[src/rtl/multicycle_control_if.sv]
// rtl/multicycle_control_if.sv - IR fields, memory handshake and datapath controls of the multi-cycle MIPS controller
interface multicycle_control_if;
    logic [5:0] opcode;
    logic [5:0] funct;
    logic [4:0] rt;
    logic       mem_ready;
    logic       PCWrite;
    logic       PCWriteCond;
    logic [1:0] PCSource;
    logic       IorD;
    logic       MemRead;
    logic       MemWrite;
    logic       IRWrite;
    logic       MemtoReg;
    logic       RegDst;
    logic       RegWrite;
    logic       ALUSrcA;
    logic [1:0] ALUSrcB;
    logic       ExtOp;
    logic [3:0] ALUControl;
    logic [2:0] BranchSt;
    logic       instr_done;
    logic       illegal;
    logic [3:0] state;

    modport master (
        input  opcode, funct, rt, mem_ready,
        output PCWrite, PCWriteCond, PCSource, IorD, MemRead, MemWrite, IRWrite,
               MemtoReg, RegDst, RegWrite, ALUSrcA, ALUSrcB, ExtOp, ALUControl,
               BranchSt, instr_done, illegal, state
    );

    modport slave (
        output opcode, funct, rt, mem_ready,
        input  PCWrite, PCWriteCond, PCSource, IorD, MemRead, MemWrite, IRWrite,
               MemtoReg, RegDst, RegWrite, ALUSrcA, ALUSrcB, ExtOp, ALUControl,
               BranchSt, instr_done, illegal, state
    );
endinterface

[src/rtl/multicycle_control.sv]
// rtl/multicycle_control.sv - multi-cycle MIPS controller FSM sequencing ALU, memory, register file and PC
module multicycle_control #(
    parameter int RESET_PC_HOLD = 1
) (
    input  logic                   clk,
    input  logic                   rst_n,
    multicycle_control_if.master   bus
);
    typedef enum logic [3:0] {
        S_IDLE     = 4'd0,
        S_FETCH    = 4'd1,
        S_DECODE   = 4'd2,
        S_MEM_ADDR = 4'd3,
        S_MEM_RD   = 4'd4,
        S_MEM_WB   = 4'd5,
        S_MEM_WR   = 4'd6,
        S_EXEC_R   = 4'd7,
        S_EXEC_I   = 4'd8,
        S_ALU_WB   = 4'd9,
        S_BRANCH   = 4'd10,
        S_JUMP     = 4'd11,
        S_JUMPR    = 4'd12
    } state_t;

    localparam logic [3:0] ALU_ADD  = 4'd1;
    localparam logic [3:0] ALU_SUB  = 4'd2;
    localparam logic [3:0] ALU_AND  = 4'd3;
    localparam logic [3:0] ALU_OR   = 4'd4;
    localparam logic [3:0] ALU_XOR  = 4'd5;
    localparam logic [3:0] ALU_NOR  = 4'd6;
    localparam logic [3:0] ALU_SLTU = 4'd7;
    localparam logic [3:0] ALU_SLT  = 4'd8;
    localparam logic [3:0] HOLD_LAST = 4'(RESET_PC_HOLD - 1);

    state_t     state_q, state_d;
    logic [3:0] idle_cnt_q, idle_cnt_d;

    logic dec_r_alu, dec_jr, dec_imm, dec_mem, dec_branch, dec_jump;

    always_comb begin
        dec_r_alu  = (bus.opcode == 6'h00) &&
                     ((bus.funct inside {[6'h20:6'h27]}) || bus.funct == 6'h2a || bus.funct == 6'h2b);
        dec_jr     = (bus.opcode == 6'h00) && (bus.funct == 6'h08);
        dec_imm    = bus.opcode inside {[6'h08:6'h0e]};
        dec_mem    = (bus.opcode == 6'h23) || (bus.opcode == 6'h2b);
        dec_branch = (bus.opcode inside {[6'h04:6'h07]}) ||
                     ((bus.opcode == 6'h01) && (bus.rt == 5'd0 || bus.rt == 5'd1));
        dec_jump   = (bus.opcode == 6'h02);
    end

    always_ff @(posedge clk or negedge rst_n) begin
        if (!rst_n) begin
            state_q    <= S_IDLE;
            idle_cnt_q <= 4'd0;
        end else begin
            state_q    <= state_d;
            idle_cnt_q <= idle_cnt_d;
        end
    end

    always_comb begin
        state_d         = state_q;
        idle_cnt_d      = idle_cnt_q;
        bus.PCWrite     = 1'b0;
        bus.PCWriteCond = 1'b0;
        bus.PCSource    = 2'd0;
        bus.IorD        = 1'b0;
        bus.MemRead     = 1'b0;
        bus.MemWrite    = 1'b0;
        bus.IRWrite     = 1'b0;
        bus.MemtoReg    = 1'b0;
        bus.RegDst      = 1'b0;
        bus.RegWrite    = 1'b0;
        bus.ALUSrcA     = 1'b0;
        bus.ALUSrcB     = 2'd0;
        bus.ExtOp       = 1'b1;
        bus.ALUControl  = 4'd0;
        bus.BranchSt    = 3'd0;
        bus.instr_done  = 1'b0;
        bus.illegal     = 1'b0;

        case (state_q)
            S_IDLE: begin
                if (idle_cnt_q == HOLD_LAST) state_d = S_FETCH;
                else                         idle_cnt_d = idle_cnt_q + 4'd1;
            end
            S_FETCH: begin
                bus.MemRead    = 1'b1;
                bus.ALUSrcB    = 2'd1;
                bus.ALUControl = ALU_ADD;
                // IR and PC+4 are captured only in the cycle memory delivers the word
                bus.IRWrite    = bus.mem_ready;
                bus.PCWrite    = bus.mem_ready;
                if (bus.mem_ready) state_d = S_DECODE;
            end
            S_DECODE: begin
                bus.ALUSrcB    = 2'd3;
                bus.ALUControl = ALU_ADD;
                if (dec_r_alu)       state_d = S_EXEC_R;
                else if (dec_jr)     state_d = S_JUMPR;
                else if (dec_imm)    state_d = S_EXEC_I;
                else if (dec_mem)    state_d = S_MEM_ADDR;
                else if (dec_branch) state_d = S_BRANCH;
                else if (dec_jump)   state_d = S_JUMP;
                else begin
                    bus.illegal    = 1'b1;
                    bus.instr_done = 1'b1;
                    state_d        = S_FETCH;
                end
            end
            S_EXEC_R: begin
                bus.ALUSrcA = 1'b1;
                case (bus.funct)
                    6'h20, 6'h21: bus.ALUControl = ALU_ADD;
                    6'h22, 6'h23: bus.ALUControl = ALU_SUB;
                    6'h24:        bus.ALUControl = ALU_AND;
                    6'h25:        bus.ALUControl = ALU_OR;
                    6'h26:        bus.ALUControl = ALU_XOR;
                    6'h27:        bus.ALUControl = ALU_NOR;
                    6'h2a:        bus.ALUControl = ALU_SLT;
                    6'h2b:        bus.ALUControl = ALU_SLTU;
                    default:      bus.ALUControl = 4'd0;
                endcase
                state_d = S_ALU_WB;
            end
            S_EXEC_I: begin
                bus.ALUSrcA = 1'b1;
                bus.ALUSrcB = 2'd2;
                bus.ExtOp   = !(bus.opcode inside {[6'h0c:6'h0e]});
                case (bus.opcode)
                    6'h08, 6'h09: bus.ALUControl = ALU_ADD;
                    6'h0a:        bus.ALUControl = ALU_SLT;
                    6'h0b:        bus.ALUControl = ALU_SLTU;
                    6'h0c:        bus.ALUControl = ALU_AND;
                    6'h0d:        bus.ALUControl = ALU_OR;
                    6'h0e:        bus.ALUControl = ALU_XOR;
                    default:      bus.ALUControl = 4'd0;
                endcase
                state_d = S_ALU_WB;
            end
            S_ALU_WB: begin
                bus.RegWrite   = 1'b1;
                bus.RegDst     = (bus.opcode == 6'h00);
                bus.instr_done = 1'b1;
                state_d        = S_FETCH;
            end
            S_MEM_ADDR: begin
                bus.ALUSrcA    = 1'b1;
                bus.ALUSrcB    = 2'd2;
                bus.ALUControl = ALU_ADD;
                state_d        = (bus.opcode == 6'h2b) ? S_MEM_WR : S_MEM_RD;
            end
            S_MEM_RD: begin
                bus.MemRead = 1'b1;
                bus.IorD    = 1'b1;
                if (bus.mem_ready) state_d = S_MEM_WB;
            end
            S_MEM_WB: begin
                bus.RegWrite   = 1'b1;
                bus.MemtoReg   = 1'b1;
                bus.instr_done = 1'b1;
                state_d        = S_FETCH;
            end
            S_MEM_WR: begin
                bus.MemWrite = 1'b1;
                bus.IorD     = 1'b1;
                if (bus.mem_ready) begin
                    bus.instr_done = 1'b1;
                    state_d        = S_FETCH;
                end
            end
            S_BRANCH: begin
                bus.ALUSrcA     = 1'b1;
                bus.ALUControl  = ALU_SUB;
                bus.PCWriteCond = 1'b1;
                bus.PCSource    = 2'd1;
                case (bus.opcode)
                    6'h04:   bus.BranchSt = 3'd3;
                    6'h05:   bus.BranchSt = 3'd0;
                    6'h06:   bus.BranchSt = 3'd2;
                    6'h07:   bus.BranchSt = 3'd1;
                    6'h01:   bus.BranchSt = (bus.rt == 5'd1) ? 3'd5 : 3'd4;
                    default: bus.BranchSt = 3'd0;
                endcase
                bus.instr_done = 1'b1;
                state_d        = S_FETCH;
            end
            S_JUMP: begin
                bus.PCWrite    = 1'b1;
                bus.PCSource   = 2'd2;
                bus.instr_done = 1'b1;
                state_d        = S_FETCH;
            end
            S_JUMPR: begin
                bus.PCWrite    = 1'b1;
                bus.PCSource   = 2'd3;
                bus.instr_done = 1'b1;
                state_d        = S_FETCH;
            end
            default: state_d = S_IDLE;
        endcase
    end

    assign bus.state = state_q;
endmodule

[src/flat_wrapper.sv]
// flat-port wrapper written by rule: the top's interface ports become plain ports
module multicycle_control_flat 
#(
    parameter int RESET_PC_HOLD = 1
)
  (clk, rst_n, bus_opcode, bus_funct, bus_rt, bus_mem_ready, bus_PCWrite, bus_PCWriteCond, bus_PCSource, bus_IorD, bus_MemRead, bus_MemWrite, bus_IRWrite, bus_MemtoReg, bus_RegDst, bus_RegWrite, bus_ALUSrcA, bus_ALUSrcB, bus_ExtOp, bus_ALUControl, bus_BranchSt, bus_instr_done, bus_illegal, bus_state);
  multicycle_control_if bus_i ();
  input  logic clk;
  input  logic rst_n;
  input wire logic [$bits(bus_i.opcode)-1:0] bus_opcode;
  input wire logic [$bits(bus_i.funct)-1:0] bus_funct;
  input wire logic [$bits(bus_i.rt)-1:0] bus_rt;
  input wire logic [$bits(bus_i.mem_ready)-1:0] bus_mem_ready;
  output wire logic [$bits(bus_i.PCWrite)-1:0] bus_PCWrite;
  output wire logic [$bits(bus_i.PCWriteCond)-1:0] bus_PCWriteCond;
  output wire logic [$bits(bus_i.PCSource)-1:0] bus_PCSource;
  output wire logic [$bits(bus_i.IorD)-1:0] bus_IorD;
  output wire logic [$bits(bus_i.MemRead)-1:0] bus_MemRead;
  output wire logic [$bits(bus_i.MemWrite)-1:0] bus_MemWrite;
  output wire logic [$bits(bus_i.IRWrite)-1:0] bus_IRWrite;
  output wire logic [$bits(bus_i.MemtoReg)-1:0] bus_MemtoReg;
  output wire logic [$bits(bus_i.RegDst)-1:0] bus_RegDst;
  output wire logic [$bits(bus_i.RegWrite)-1:0] bus_RegWrite;
  output wire logic [$bits(bus_i.ALUSrcA)-1:0] bus_ALUSrcA;
  output wire logic [$bits(bus_i.ALUSrcB)-1:0] bus_ALUSrcB;
  output wire logic [$bits(bus_i.ExtOp)-1:0] bus_ExtOp;
  output wire logic [$bits(bus_i.ALUControl)-1:0] bus_ALUControl;
  output wire logic [$bits(bus_i.BranchSt)-1:0] bus_BranchSt;
  output wire logic [$bits(bus_i.instr_done)-1:0] bus_instr_done;
  output wire logic [$bits(bus_i.illegal)-1:0] bus_illegal;
  output wire logic [$bits(bus_i.state)-1:0] bus_state;
  assign bus_i.opcode = bus_opcode;
  assign bus_i.funct = bus_funct;
  assign bus_i.rt = bus_rt;
  assign bus_i.mem_ready = bus_mem_ready;
  assign bus_PCWrite = bus_i.PCWrite;
  assign bus_PCWriteCond = bus_i.PCWriteCond;
  assign bus_PCSource = bus_i.PCSource;
  assign bus_IorD = bus_i.IorD;
  assign bus_MemRead = bus_i.MemRead;
  assign bus_MemWrite = bus_i.MemWrite;
  assign bus_IRWrite = bus_i.IRWrite;
  assign bus_MemtoReg = bus_i.MemtoReg;
  assign bus_RegDst = bus_i.RegDst;
  assign bus_RegWrite = bus_i.RegWrite;
  assign bus_ALUSrcA = bus_i.ALUSrcA;
  assign bus_ALUSrcB = bus_i.ALUSrcB;
  assign bus_ExtOp = bus_i.ExtOp;
  assign bus_ALUControl = bus_i.ALUControl;
  assign bus_BranchSt = bus_i.BranchSt;
  assign bus_instr_done = bus_i.instr_done;
  assign bus_illegal = bus_i.illegal;
  assign bus_state = bus_i.state;
  multicycle_control #(.RESET_PC_HOLD(RESET_PC_HOLD)) u_core (.clk(clk), .rst_n(rst_n), .bus(bus_i));
endmodule
[config.mk]
export PLATFORM = sky130hd
export DESIGN_NAME = multicycle_control_flat
export DESIGN_NICKNAME = d
export VERILOG_FILES = /design/src/rtl/multicycle_control_if.sv /design/src/rtl/multicycle_control.sv /design/src/flat_wrapper.sv
export SDC_FILE = /design/constraint.sdc
export NUM_CORES = 1
export LEC_CHECK = 0
export CORE_MARGIN = 8
export CORE_UTILIZATION = 30
export CTS_CLUSTER_DIAMETER = 120
export DETAILED_ROUTE_END_ITERATION = 8
export SETUP_SLACK_MARGIN = 0.1
export SLEW_MARGIN = 40
export SYNTH_ARGS = -nofsm -noshare
export SYNTH_HDL_FRONTEND = slang
export SYNTH_SLANG_ARGS = --single-unit
[constraint.sdc]
create_clock -name clk -period 3.2 [get_ports clk]
set_clock_uncertainty 0.1 [all_clocks]
set_input_delay 0.8 -clock clk [delete_from_list [all_inputs] [get_ports clk]]
set_output_delay 0.8 -clock clk [all_outputs]
set_load 0.02 [all_outputs]
==> impl_metrics.py, run 1 <==
metrics = {
    "die": {
        "core-area_sq_um": 3940,
        "die_y_um": 79.3,
        "num_rows": 23,
        "die_w_um": 79.3,
        "start_util": 0.305,
        "die-area_sq_um": 6290,
        "io_pins": 48,
    },
    "routing": {
        "drtAntennaViolNets": 0,
        "top_layer_used": "met4",
        "dr_total_vias": 1555,
        "routedLengthMet1_um": 2050,
        "wl_met2_um": 2070,
        "wl_per_cell_um": 14.9,
        "post_drt_via_cell_ratio": 5.20,
        "drt-total-wl_um": 4460,
        "route.met3.wl_um": 293,
        "drc": 0,
        "dr.pass1.iters": 4,
        "first_iter_violations": 70,
    },
    "global_routing": {
        "grt-ovfl-total": 0,
        "grt_max_degree": 15,
        "grt_pass1_wl_um": 7250,
        "first_global_vias": 1504,
        "grt_antenna_before_repair": 0,
        "track_usage": 0.138,
    },
    "sta": {
        "grt_setup_unrepaired": "yes",
        "hold_violations": 0,
        "maxSlewHeadroom": 0.759,
        "setup_violations": 0,
        "post-route-min-period_ps": 3110,
        "setup_slack_ps": 85.7,
        "worst_slew_pin_slew_ps": 358,
        "clock.fmax_ghz": 0.321,
        "fin_crit_sh": 0.973,
        "slew_violations": 0,
    },
    "worst_setup_path": {
        "crit_family": "simple AND/OR/NAND/NOR gates",
        "crit_start": "bus_opcode[5]",
        "worstPathMaxFanout": 3,
        "critPathKind": "input pin to primary output",
        "cp-end-kind": "primary output",
        "timing.rr.start": "u_core.idle_cnt_q[0]",
        "timing.critical_path.from_type": "input pin",
        "path_buf_inv": 3,
        "cp.arrival_ps": 2210,
        "crit_required_ps": 2300,
        "crit_chain": "buf_2 > or4_4 > buf_6 > nor3_4 > nor2_2 > a31o_1 > buf_6",
        "critPathMaxStageDelay_ps": 550,
        "crit_path_top_delay_cell": "or4_4",
        "crit_top_cell": "buf_6",
    },
    "worst_hold_path": {
        "hold_start": "u_core.idle_cnt_q[3]",
        "hold_path_class": "flop to flop",
    },
    "synth": {
        "ys_types": 56,
        "syn_nets": 187,
        "yosysTopAreaCellShare": 0.166,
        "ys_ff_latch": 8,
        "syn_inst": 165,
        "syn-cell-area_sq_um": 1200,
        "async_flop_share": 1.00,
        "synth.area.top_cells": "dfrtp_1 17%, nor2_1 5.3%, nand2b_1 5.2%, nand2_1 4.4%, a21oi_1 4.2%",
        "ys_seq_area_frac": 0.166,
        "ys_warn_count": 0,
        "synth_area_per_cell_sq_um": 7.29,
        "synth_top_area_cell": "dfrtp_1",
        "synth_edf_count": 0,
        "synth_flop_cell": "dfrtp_1",
    },
    "clocking": {
        "cts_root_buf": "clkbuf_8",
        "clock_sinks": 8,
        "worstSkewPairLatency_ps": 230,
        "numCtsBuffers": 3,
        "htreeDepth": 1,
        "clk_pin_slew_ps": 40,
        "cts_tree": "done",
        "clock_path_buffers": 2,
    },
    "pwr": {
        "p_leak_nw": 0.939,
        "peakVddDrop_uv": 387,
        "power.density_nw_per_um2": 540,
    },
    "layout": {
        "fillCellCount": 400,
        "layout.nets": 273,
        "antenna_cells": 0,
        "final_util": 0.530,
        "ff_latch_area_sq_um": 200,
        "area_growth_pct": 73.5,
        "drive_above_1_share": 0.361,
        "multi_input_area_sq_um": 988,
    },
    "place": {
        "hpwl_um": 3500,
        "port_buffers": 47,
        "dp_slack_ps": -583,
        "place.gp.congestion": 0.762,
    },
    "job": {
        "maxCapViolCount": 0,
    },
    "run_status": {
        "status": "complete, no violations",
    },
}
routing by layer:
| metal | vias to the layer above | track usage |
|---|---|---|
| met3 | 5 | 0.0327 |
| met2 | 41 | 0.214 |
| met1 | 728 | 0.186 |
| li1 | 781 | - |
| met4 | 0 | 0.0389 |
| met5 | - | 0 |
cell usage after synthesis, drive strengths merged, types with 2 or more instances:
master / instances
nor3: 7
o211ai: 2
inv: 7
or4: 2
nor4: 2
o41ai: 3
buf: 8
o22ai: 2
dfrtp: 8
nor2: 17
and3: 2
a21o: 2
clkbuf: 4
nor2b: 7
xnor2: 5
a21oi: 10
nand2b: 10
nand2: 14
or3: 2
a21boi: 2
ha: 2
o21ai: 9
a221o: 2
nand3: 6
nand4: 3
or2: 2
nor4b: 2
path summary, 6_finish.rpt:
kind                                        end  slack, ps  cells after the start
max reg2reg                 u_core.bus.state[1]       1450                      6
min                        u_core.idle_cnt_q[3]        420                      1
min in group asynchronous  u_core.idle_cnt_q[2]        740                      1
min reg2reg                u_core.idle_cnt_q[3]        420                      1
max                              bus_instr_done         90                      7
max in group asynchronous   u_core.bus.state[3]       2010                      1
power breakdown:
part           leakage [nW]  internal, mW  total (mW)  switching (mW)
combinational         0.811         0.397       0.843           0.447
clock                0.0216        0.0817       0.124          0.0422
sequential            0.107         0.122       0.161          0.0390
per-stage QoR:
stage	instance area (sq um)	hold slack, ps	instances	TNS (ps)	power [mW]
2_1_floorplan	1200	368	165	0	0.612
3_3_place_gp	2000	394	293	-4710	1.01
3_5_place_dp	2000	417	293	-4750	1.01
4_1_cts	2070	422	299	0	1.14
5_1_grt	2090	437	299	0	1.22
6_report	2090	418	299	0	1.13
kinds of logic (layout without fill, tap and decap cells):
family | Yosys count | after routing | synth area share
AO/OA/AOI/OAI | 47 | 47 | 0.309
XOR/XNOR | 5 | 5 | 0.0364
adder cells (fa/ha/maj) | 2 | 2 | 0.0208
buffers and inverters | 19 | 103 | 0.0696
flip-flops | 8 | 8 | 0.166
multiplexers | 2 | 2 | 0.0177
AND/OR/NAND/NOR | 82 | 82 | 0.380
registers in the layout, summed over array words and instances, names as in the netlist:
name,flops
u_core.bus.state,4
u_core.idle_cnt_q,4
area by class of cell:
type / instances / area share
Multi-Input combinational cell: 138 / 0.473
Timing Repair Buffer: 93 / 0.368
Sequential cell: 8 / 0.0959
Tap cell: 50 / 0.0300
Clock buffer: 3 / 0.0198
Inverter: 7 / 0.0126
placed cells by master, fill, tap and decap left out, types with 7 or more instances in the layout:
| master | n |
|---|---|
| clkdlybuf4s50_1 | 19 |
| dfrtp_1 | 8 |
| nand2b_1 | 8 |
| o21ai_0 | 9 |
| nand2_1 | 13 |
| a21oi_1 | 9 |
| inv_1 | 7 |
| buf_2 | 7 |
| dlygate4sd2_1 | 10 |
| nor2_1 | 12 |
| buf_4 | 45 |
repair_timing:
item,CTS,global route
pin swaps,10,6
gates resized for setup,88,12
endpoints found under the setup margin,12,8
hold buffers,0,0
buffers inserted,3,0
Note: power is estimated with default switching activity, not from simulation.
==> inputs of run 2 (changes only) <==
CTS_CLUSTER_SIZE = 8   (was not set)
==> results of run 2 <==
Final layout, timing and power as in run 1 (identical DEF).
==> inputs of run 3 (changes only) <==
CELL_PAD_IN_SITES_DETAIL_PLACEMENT = 1   (was not set)
CELL_PAD_IN_SITES_GLOBAL_PLACEMENT = 1   (was not set)
PLACE_DENSITY = 0.88   (was not set)
==> run 3 against run 2 <==
  * Wire length grew 36%
  * Non-clock buffer count grew 3
  * Combinational power grew 3.8%
  * Utilization grew 0.86 points
  * Final cell count grew 1.0%
  * Via count grew 9.4%
  * Largest power group unchanged
==> impl_metrics.py, run 3 (synthesized netlist as in run 1, its figures left out) <==
metrics = {
    "routing": {
        "drc": 0,
        "drt-total-wl_um": 6060,
        "dr.pass1.iters": 4,
        "dr_total_vias": 1701,
        "post_drt_via_cell_ratio": 5.63,
        "drtAntennaViolNets": 0,
        "first_iter_violations": 45,
        "wl_per_cell_um": 20.1,
    },
    "clocking": {
        "cts_tree": "done",
        "clock_sinks": 8,
        "clock_path_buffers": 2,
        "holdBufCountCts": 0,
        "worstSkewPairLatency_ps": 230,
        "cts_root_buf": "clkbuf_8",
        "htreeDepth": 1,
        "numCtsBuffers": 3,
        "clk_pin_slew_ps": 40,
    },
    "layout": {
        "drive_above_1_share": 0.369,
        "layout.nets": 276,
        "layout_common_cells": "47 x buf_4, 18 x clkdlybuf4s50_1, 13 x nor2_1, 13 x nand2_1, 12 x dlygate4sd2_1",
        "final_util": 0.538,
        "antenna_cells": 0,
        "fillCellCount": 502,
        "area_growth_pct": 76.3,
        "multi_input_area_sq_um": 992,
        "ff_latch_area_sq_um": 201,
        "final_common_cell": "buf_4",
    },
    "worst_hold_path": {
        "hold_path_class": "flop to flop",
    },
    "global_routing": {
        "grt_pass1_wl_um": 9350,
        "grt.met2_usage": 0.333,
        "busiest_layer": "met2",
        "first_global_vias": 1849,
        "track_usage": 0.186,
        "grt_max_degree": 12,
        "grt_antenna_before_repair": 0,
        "grtUsageMet1": 0.207,
        "grt-ovfl-total": 0,
        "grt.met3_usage": 0.0305,
    },
    "worst_setup_path": {
        "crit_top_cell": "buf_6",
        "crit_required_ps": 2300,
        "worstPathMaxFanout": 3,
        "critPathKind": "input pin to primary output",
        "crit_chain": "buf_6 > or4_4 > buf_6 > nor3_4 > nor2_2 > a31o_1 > buf_6",
        "crit_family": "simple AND/OR/NAND/NOR gates",
        "cp.arrival_ps": 2280,
        "cp-end-kind": "primary output",
        "worstSetupEndpoint": "bus_instr_done",
        "crit_path_top_delay_cell": "or4_4",
        "critPathMaxStageDelay_ps": 550,
        "rr_worst_depth": 6,
        "cp.depth": 7,
        "timing.rr.start": "u_core.idle_cnt_q[0]",
        "r2r_slack_ps": 1270,
        "regToRegEndpoint": "u_core.bus.state[1]",
        "crit_start": "bus_opcode[4]",
        "timing.critical_path.from_type": "input pin",
        "path_buf_inv": 3,
    },
    "sta": {
        "grt_setup_unrepaired": "yes",
        "slew_violations": 0,
        "maxSlewHeadroom": 0.616,
        "post-route-min-period_ps": 3180,
        "fin_crit_sh": 0.993,
        "worst_slew_pin_slew_ps": 571,
        "hold_violations": 0,
        "setup_slack_ps": 23.1,
        "setup_violations": 0,
        "clock.fmax_ghz": 0.315,
    },
    "run_status": {
        "status": "complete, no violations",
    },
    "die": {
        "io_pins": 48,
        "start_util": 0.305,
        "num_rows": 23,
        "die_y_um": 79.3,
        "die-area_sq_um": 6290,
        "die_w_um": 79.3,
        "core-area_sq_um": 3940,
    },
    "place": {
        "place.gp.congestion": 0.870,
        "hpwl_um": 4010,
        "dp_slack_ps": -684,
        "port_buffers": 47,
    },
    "pwr": {
        "p_leak_nw": 0.988,
        "power.density_nw_per_um2": 551,
        "peakVddDrop_uv": 334,
        "total_power_mw": 1.17,
    },
    "job": {
        "maxCapViolCount": 0,
    },
}
[run 3: cell types whose count changed in the layout (fill, tap and decap cells not counted), sizes merged]
cell | previous run | this run
clkbuf | 5 | 6
clkdlybuf4s15 | 3 | 1
dlygate4sd2 | 10 | 12
dlymetal6s2s | 1 | 2
clkdlybuf4s50 | 19 | 18
dlygate4sd1 | 1 | 0
buf | 57 | 60
[run 3: repair_timing]
action | in CTS | in global routing
buffers inserted | 5 | 3
gates resized for setup | 88 | 14
pin swaps | 9 | 6
hold endpoints to repair | 0 | 0
setup endpoints to repair | 12 | 9
[run 3: per-layer routing]
metal	vias to the layer above	routed length, um
met5	-	0
met4	0	216
li1	788	-
met1	835	2490
met2	60	3090
met3	18	263
[run 3: worst min-delay path by stage]
stage	start	to	depth (start not counted)
finish	u_core.idle_cnt_q[2]	u_core.idle_cnt_q[2]	1
global route	u_core.idle_cnt_q[2]	u_core.idle_cnt_q[2]	1
CTS	u_core.idle_cnt_q[2]	u_core.idle_cnt_q[2]	1
detailed placement	u_core.idle_cnt_q[3]	u_core.idle_cnt_q[3]	1
global placement	u_core.idle_cnt_q[3]	u_core.idle_cnt_q[3]	1
floorplan	u_core.idle_cnt_q[3]	u_core.idle_cnt_q[3]	1
[run 3: final cells by class]
cell class | count | area share
Tap cell | 50 | 0.0295
Clock buffer | 3 | 0.0195
Timing Repair Buffer | 96 | 0.376
Inverter | 7 | 0.0124
Sequential cell | 8 | 0.0949
Multi-Input combinational cell | 138 | 0.468
[run 3: stage by stage]
stage / setup TNS [ps] / instances / hold slack, ps / area [sq um]
after floorplan: 0 / 165 / 368 / 1200
after global placement: -5200 / 291 / 389 / 1990
after detailed placement: -5670 / 291 / 429 / 1990
after CTS: 0 / 299 / 438 / 2090
after global routing: 0 / 302 / 449 / 2120
final: 0 / 302 / 442 / 2120
[run 3: report_power, final]
| group | total, mW | internal (mW) | switching (mW) |
|---|---|---|---|
| registers | 0.167 | 0.122 | 0.0453 |
| clock network | 0.126 | 0.0819 | 0.0441 |
| logic | 0.875 | 0.392 | 0.483 |
| total | 1.17 | 0.596 | 0.572 |
